**src/rtl/instr_encoder_if.sv**
```systemverilog
// Instruction encoder bus: upstream field handshake plus the write port into
// instruction memory. The master side is the environment (field source and
// memory); the slave side is the encoder.
interface instr_encoder_if #(
    parameter int n  = 32,
    parameter int AW = 8
) ();
    logic          start_i;
    logic          in_valid_i;
    logic          in_ready_o;
    logic [2:0]    fmt_i;
    logic [4:0]    opcode_i;
    logic [4:0]    rd_addr_i;
    logic [4:0]    rs1_addr_i;
    logic [4:0]    rs2_addr_i;
    logic [3:0]    alu_op_i;
    logic [n-1:0]  imm_i;
    logic          last_i;
    logic          mem_wr_o;
    logic          mem_ready_i;
    logic [AW+1:0] mem_addr_o;
    logic [n-1:0]  mem_wdata_o;
    logic [AW:0]   count_o;
    logic          busy_o;
    logic          done_o;
    logic          err_o;

    modport slave (
        input  start_i, in_valid_i, fmt_i, opcode_i, rd_addr_i, rs1_addr_i,
               rs2_addr_i, alu_op_i, imm_i, last_i, mem_ready_i,
        output in_ready_o, mem_wr_o, mem_addr_o, mem_wdata_o, count_o,
               busy_o, done_o, err_o
    );

    modport master (
        output start_i, in_valid_i, fmt_i, opcode_i, rd_addr_i, rs1_addr_i,
               rs2_addr_i, alu_op_i, imm_i, last_i, mem_ready_i,
        input  in_ready_o, mem_wr_o, mem_addr_o, mem_wdata_o, count_o,
               busy_o, done_o, err_o
    );
endinterface

```
**src/rtl/instr_encoder.sv**
```systemverilog
// RV32 instruction encoder: packs decoded instruction fields into 32-bit
// words and streams them into instruction memory, one word per cycle, with a
// single registered output stage held stable under memory back-pressure.
module instr_encoder #(
    parameter int n     = 32,
    parameter int DEPTH = 256
) (
    input  logic            clk_i,
    input  logic            rst_ni,
    instr_encoder_if.slave  bus
);
    localparam int AW = $clog2(DEPTH);

    typedef enum logic [1:0] {IDLE, RUN, DRAIN, DONE} state_t;

    state_t       state;
    logic [AW:0]  count;
    logic [n-1:0] wdata;
    logic [n-1:0] wdata_next;
    logic [31:0]  enc;
    logic         mem_wr;
    logic         busy;
    logic         done;
    logic         err;
    logic         full;
    logic         in_ready;
    logic         accept;
    logic         wr_fire;
    logic         legal;

    // Occupancy counts the word sitting in the output stage as well, so the
    // last free slot can never be claimed twice while a write is in flight.
    assign full     = ({1'b0, count} + (AW+2)'(mem_wr)) >= (AW+2)'(DEPTH);
    assign in_ready = (state == RUN) && !full && (!mem_wr || bus.mem_ready_i);
    assign accept   = bus.in_valid_i && in_ready;
    assign wr_fire  = mem_wr && bus.mem_ready_i;
    assign legal    = (bus.fmt_i <= 3'd5);

    // Pack the fields of the current beat according to its format.
    always_comb begin
        logic [2:0]    f3;
        logic          f7b;
        logic [6:0]    op7;
        logic [4:0]    rd;
        logic [4:0]    rs1;
        logic [4:0]    rs2;
        logic [31:0]   imm;
        f3  = bus.alu_op_i[2:0];
        f7b = bus.alu_op_i[3];
        op7 = {bus.opcode_i, 2'b11};
        rd  = bus.rd_addr_i;
        rs1 = bus.rs1_addr_i;
        rs2 = bus.rs2_addr_i;
        imm = bus.imm_i[31:0];
        enc = '0;
        case (bus.fmt_i)
            3'd0: enc = {1'b0, f7b, 5'b0, rs2, rs1, f3, rd, op7};
            3'd1: begin
                // Shift-immediates carry funct7 in the upper bits and a
                // 5-bit shift amount in place of the rest of the immediate.
                if (f3 == 3'b001 || f3 == 3'b101)
                    enc = {1'b0, f7b, 5'b0, imm[4:0], rs1, f3, rd, op7};
                else
                    enc = {imm[11:0], rs1, f3, rd, op7};
            end
            3'd2: enc = {imm[11:5], rs2, rs1, f3, imm[4:0], op7};
            3'd3: enc = {imm[12], imm[10:5], rs2, rs1, f3, imm[4:1], imm[11], op7};
            3'd4: enc = {imm[31:12], rd, op7};
            3'd5: enc = {imm[20], imm[10:1], imm[11], imm[19:12], rd, op7};
            default: enc = '0;
        endcase
        wdata_next        = '0;
        wdata_next[31:0]  = enc;
    end

    // Session FSM, output stage and write accounting.
    always_ff @(posedge clk_i or negedge rst_ni) begin
        if (!rst_ni) begin
            state  <= IDLE;
            count  <= '0;
            wdata  <= '0;
            mem_wr <= 1'b0;
            busy   <= 1'b0;
            done   <= 1'b0;
            err    <= 1'b0;
        end else begin
            if (wr_fire) begin
                mem_wr <= 1'b0;
                count  <= count + 1'b1;
            end
            // A new beat refills the stage on the same edge the old word
            // leaves it, giving one word per cycle under a ready memory.
            if (accept && legal) begin
                mem_wr <= 1'b1;
                wdata  <= wdata_next;
            end
            if (accept && !legal)
                err <= 1'b1;
            case (state)
                IDLE, DONE: begin
                    if (bus.start_i) begin
                        state <= RUN;
                        count <= '0;
                        err   <= 1'b0;
                        busy  <= 1'b1;
                        done  <= 1'b0;
                    end
                end
                RUN: begin
                    if (accept && bus.last_i) begin
                        state <= DRAIN;
                    end else if (count == (AW+1)'(DEPTH)) begin
                        // Memory exhausted before the final beat: stop
                        // rather than wrap onto earlier words.
                        state <= DONE;
                        err   <= 1'b1;
                        busy  <= 1'b0;
                        done  <= 1'b1;
                    end
                end
                DRAIN: begin
                    if (!mem_wr || wr_fire) begin
                        state <= DONE;
                        busy  <= 1'b0;
                        done  <= 1'b1;
                    end
                end
                default: state <= IDLE;
            endcase
        end
    end

    assign bus.in_ready_o  = in_ready;
    assign bus.mem_wr_o    = mem_wr;
    assign bus.mem_addr_o  = {count[AW-1:0], 2'b00};
    assign bus.mem_wdata_o = wdata;
    assign bus.count_o     = count;
    assign bus.busy_o      = busy;
    assign bus.done_o      = done;
    assign bus.err_o       = err;
endmodule

```
**src/flat_wrapper.sv**
```systemverilog
// flat-port wrapper written by rule: the top's interface ports become plain ports
module instr_encoder_flat 
#(
    parameter int n     = 32,
    parameter int DEPTH = 256
)
  (clk_i, rst_ni, bus_start_i, bus_in_valid_i, bus_fmt_i, bus_opcode_i, bus_rd_addr_i, bus_rs1_addr_i, bus_rs2_addr_i, bus_alu_op_i, bus_imm_i, bus_last_i, bus_mem_ready_i, bus_in_ready_o, bus_mem_wr_o, bus_mem_addr_o, bus_mem_wdata_o, bus_count_o, bus_busy_o, bus_done_o, bus_err_o);
  instr_encoder_if #(.n(n), .AW(8)) bus_i ();
  input  logic clk_i;
  input  logic rst_ni;
  input wire logic [$bits(bus_i.start_i)-1:0] bus_start_i;
  input wire logic [$bits(bus_i.in_valid_i)-1:0] bus_in_valid_i;
  input wire logic [$bits(bus_i.fmt_i)-1:0] bus_fmt_i;
  input wire logic [$bits(bus_i.opcode_i)-1:0] bus_opcode_i;
  input wire logic [$bits(bus_i.rd_addr_i)-1:0] bus_rd_addr_i;
  input wire logic [$bits(bus_i.rs1_addr_i)-1:0] bus_rs1_addr_i;
  input wire logic [$bits(bus_i.rs2_addr_i)-1:0] bus_rs2_addr_i;
  input wire logic [$bits(bus_i.alu_op_i)-1:0] bus_alu_op_i;
  input wire logic [$bits(bus_i.imm_i)-1:0] bus_imm_i;
  input wire logic [$bits(bus_i.last_i)-1:0] bus_last_i;
  input wire logic [$bits(bus_i.mem_ready_i)-1:0] bus_mem_ready_i;
  output wire logic [$bits(bus_i.in_ready_o)-1:0] bus_in_ready_o;
  output wire logic [$bits(bus_i.mem_wr_o)-1:0] bus_mem_wr_o;
  output wire logic [$bits(bus_i.mem_addr_o)-1:0] bus_mem_addr_o;
  output wire logic [$bits(bus_i.mem_wdata_o)-1:0] bus_mem_wdata_o;
  output wire logic [$bits(bus_i.count_o)-1:0] bus_count_o;
  output wire logic [$bits(bus_i.busy_o)-1:0] bus_busy_o;
  output wire logic [$bits(bus_i.done_o)-1:0] bus_done_o;
  output wire logic [$bits(bus_i.err_o)-1:0] bus_err_o;
  assign bus_i.start_i = bus_start_i;
  assign bus_i.in_valid_i = bus_in_valid_i;
  assign bus_i.fmt_i = bus_fmt_i;
  assign bus_i.opcode_i = bus_opcode_i;
  assign bus_i.rd_addr_i = bus_rd_addr_i;
  assign bus_i.rs1_addr_i = bus_rs1_addr_i;
  assign bus_i.rs2_addr_i = bus_rs2_addr_i;
  assign bus_i.alu_op_i = bus_alu_op_i;
  assign bus_i.imm_i = bus_imm_i;
  assign bus_i.last_i = bus_last_i;
  assign bus_i.mem_ready_i = bus_mem_ready_i;
  assign bus_in_ready_o = bus_i.in_ready_o;
  assign bus_mem_wr_o = bus_i.mem_wr_o;
  assign bus_mem_addr_o = bus_i.mem_addr_o;
  assign bus_mem_wdata_o = bus_i.mem_wdata_o;
  assign bus_count_o = bus_i.count_o;
  assign bus_busy_o = bus_i.busy_o;
  assign bus_done_o = bus_i.done_o;
  assign bus_err_o = bus_i.err_o;
  instr_encoder #(.n(n), .DEPTH(DEPTH)) u_core (.clk_i(clk_i), .rst_ni(rst_ni), .bus(bus_i));
endmodule
```
**config.mk**
```make
export PLATFORM = sky130hd
export DESIGN_NAME = instr_encoder_flat
export DESIGN_NICKNAME = d
export VERILOG_FILES = /design/src/rtl/instr_encoder_if.sv /design/src/rtl/instr_encoder.sv /design/src/flat_wrapper.sv
export SDC_FILE = /design/constraint.sdc
export NUM_CORES = 1
export LEC_CHECK = 0
export CORE_ASPECT_RATIO = 1.2
export CORE_UTILIZATION = 43
export DETAILED_ROUTE_END_ITERATION = 16
export PLACE_DENSITY = 0.9
export REMOVE_ABC_BUFFERS = 1
export SLEW_MARGIN = 0
export SYNTH_ARGS = -nofsm -noshare
export SYNTH_HDL_FRONTEND = slang
export SYNTH_SLANG_ARGS = --single-unit
```
**constraint.sdc**
```tcl
create_clock -name clk_i -period 2.5 [get_ports clk_i]
set_input_delay 0.375 -clock clk_i [delete_from_list [all_inputs] [get_ports clk_i]]
set_output_delay 0.375 -clock clk_i [all_outputs]
set_load 0.01 [all_outputs]
```
==> results of run 1 <==
[per-stage QoR]
stage               instance area (um^2)  utilization  instances  hold slack (ps)  worst slack, ps
floorplan                           2660            -        254             79.4              353
global placement                    4040        0.631        469              389              184
detailed placement                  4040        0.631        469              403              145
CTS                                 4160        0.649        477             69.5             74.9
global route                        4160        0.649        477             83.0            0.987
finish                              4160        0.649        477             52.6              115
[worst max-delay path: stages, from the launching register on]
cell             delay, ps
dfrtp_1                500
nand4_4                180
or3_1                  400
and3_1                 160
clkdlybuf4s50_1        470
[worst max-delay path by stage]
stage                          startpoint                    endpoint  slack [ps]  cells past startpoint
floorplan                 u_core.state[1]  u_core.bus.mem_wdata_o[20]         350                      6
global placement          bus_mem_ready_i             u_core.state[0]         180                      5
detailed placement        bus_mem_ready_i             u_core.state[0]         140                      5
CTS                 u_core.bus.count_o[2]              bus_in_ready_o          70                      4
global route          u_core.bus.mem_wr_o              bus_in_ready_o           1                      4
finish              u_core.bus.count_o[3]              bus_in_ready_o         110                      4
[power by group]
| group | internal, W | leakage (nW) | switching [W] |
|---|---|---|---|
| clock network | 0.000298 | 0.0504 | 0.000272 |
| registers | 0.00104 | 0.569 | 0.000198 |
| logic | 0.00108 | 1.05 | 0.000773 |
| total | 0.00241 | 1.67 | 0.00124 |
[registers in the layout (all words and copies together), names as in the netlist]
| name | count |
|---|---|
| u_core.bus.busy_o | 1 |
| u_core.bus.err_o | 1 |
| u_core.bus.done_o | 1 |
| u_core.bus.mem_wdata_o | 31 |
| u_core.state | 2 |
| u_core.bus.count_o | 9 |
| u_core.bus.mem_wr_o | 1 |
[routing by layer]
layer / wire, um / global-route usage / part of all wire
met1: 3130 / 0.268 / 0.42
met2: 3840 / 0.391 / 0.51
met3: 474 / 0.0513 / 0.063
met4: 80 / 0.0737 / 0.011
met5: 0 / 0 / 0
[synthesized netlist by cell type, types with 5 or more instances]
cell type and number:
a211oi_1 6, a21oi_1 14, a22o_1 6, a22oi_1 5, buf_2 6, buf_4 12, clkbuf_1 6, dfrtp_1 46
inv_1 7, mux2_2 10, mux2_4 8, nand2_1 17, nand2b_1 8, nand4_1 16, nand4b_1 7, nor2_1 7
nor2b_1 10, nor4_1 6, o21ai_0 16, o41ai_1 5
[timing repair]
action                                  in CTS  in global routing
resized for setup                            0                  1
hold buffers                                 0                  0
endpoints found under the setup margin       0                  1
[final cells by class]
class                           instances  area, um^2
Sequential cell                        46        1150
Timing Repair Buffer                  130        1280
Clock inverter                          3        45.0
Multi-Input combinational cell        201        1480
Fill cell                             511        2250
Tap cell                               85         106
Inverter                                7        26.3
Clock buffer                            5        68.8
[logic make-up after synthesis]
family	after synthesis	synth area share
and+or+nand+nor	100	0.226
AOI/OAI and AO/OA	67	0.159
DFF	46	0.404
buffers and inverters	36	0.0778
muxes	22	0.0958
xor gates and xnor gates	6	0.0185
other	1	0.00132
adders and majority gates	4	0.0176
==> impl_metrics.csv, run 1 <==
group,metric,value,unit
synthesis,synth_edf_count,0,
run_status,status,"finished clean",
worst_hold_path,hp-class,"primary input to asynchronous set/reset pin",
place,dp_hpwl,5610,um
clocking,root_buffer,"clkbuf_8",
global_route,grt_usage,0.223,
critical_path,rr_startpoint,"u_core.state[1]",
synthesis,ys_seq_area_frac,0.404,
power,p_leak,1.67,nW
cells_and_area,layout_common_cells,"117 x clkdlybuf4s50_1, 45 x dfrtp_1, 17 x nand2_1, 16 x nand4_1, 16 x o21ai_0",
global_route,antenna_found_initial,0,
clocking,cts_setup_buffers,0,
cells_and_area,syn_to_final_growth,46.0,%
cells_and_area,layout_commonest_cell,"clkdlybuf4s50_1",
drt,wl_per_cell,15.8,um
timing,fin_crit_sh,0.954,
clocking,htreeDepth,2,
die,rows,32,
die,die_h,91.1,um
power,total_power,0.00366,W
critical_path,path_class,"register to output pin",
synthesis,syn_avg_cell_area,10.1,um^2
die,initial_core_util,0.445,
drt,ant_nets,0,
global_route,grt_pass1_vias,2593,
synthesis,netlist.area_leader.share,0.404,
power,cellPowerDensity,880,nW/um^2
timing,slew_headroom,0.444,
critical_path,cp_data_arrival_time,2010,ps
synthesis,synth_cells,282,
drt,vias,2633,
synthesis,synth_cell_types,58,
drt,routed_via_density,5.52,
clocking,cts.sink_count,46,
die,coreArea,6410,um^2
synthesis,syn-cell-area,2850,um^2
synthesis,synthTopCellsByArea,"dfrtp_1 40%, mux2_4 4.2%, mux2_2 4.0%, nand4_1 3.5%, buf_4 3.2%",
clocking,clockBufferDepth,2,
die,pin_count,121,
synthesis,ys_seq_elements,46,
critical_path,timing.rr.end,"u_core.state[0]",
timing,drv_slew,0,
timing,final.setup.tns,0,ps
global_route,grt_pass1_wl,12400,um
die,dieArea,6950,um^2
drt,drc,0,
timing,tightest_slew,835,ps
timing,rsz0062_at_grt,"no",
place,gp_congestion,0.850,
synthesis,yosysTopAreaCell,"dfrtp_1",
die,die_x,76.3,um
timing,finalCriticalPeriod,2390,ps
clocking,clock_latency,300,ps
critical_path,startpoint_type,"register",
drt,drt_wl_total,7530,um
critical_path,r2r_slack,240,ps
timing,finalSetupViolations,0,
synthesis,ys_dominant_reg_cell,"dfrtp_1",
clocking,cts_tree,"done",
critical_path,required,2120,ps
drt,drt_iter0_markers,103,
timing,skew,6.17,ps
power,ir_drop,0.471,mV
critical_path,worstSetupEndpointType,"output pin",
job,maxCapViolations,0,
global_route,grt_max_degree,25,
cells_and_area,final_nets,460,
global_route,grt.overflow.total,0,
critical_path,r2r_cells,6,
drt,dr.pass1.iters,4,
synthesis,async_reset_ff_frac,1.00,
clocking,cts_buffers,5,
clocking,clkTransAtPathRegs,90,ps
timing,hold_violations,0,
critical_path,crit_path_max_fanout,7,
place,io_buffers,118,
cells_and_area,n_antenna_cell,0,
timing,fmax,419,MHz
cells_and_area,drive_above_1_share,0.125,
synthesis,yosys_warnings,0,
Note: power is estimated with default switching activity, not from simulation.
==> inputs of run 2 (changes only) <==
--- a/config.mk
+++ b/config.mk
@@ -14,3 +14,4 @@
 export SYNTH_ARGS = -nofsm -noshare
 export SYNTH_HDL_FRONTEND = slang
 export SYNTH_SLANG_ARGS = --single-unit
+export TNS_END_PERCENT = 30
==> results of run 2 <==
No change in the layout: final DEF, timing and power equal those of run 1.
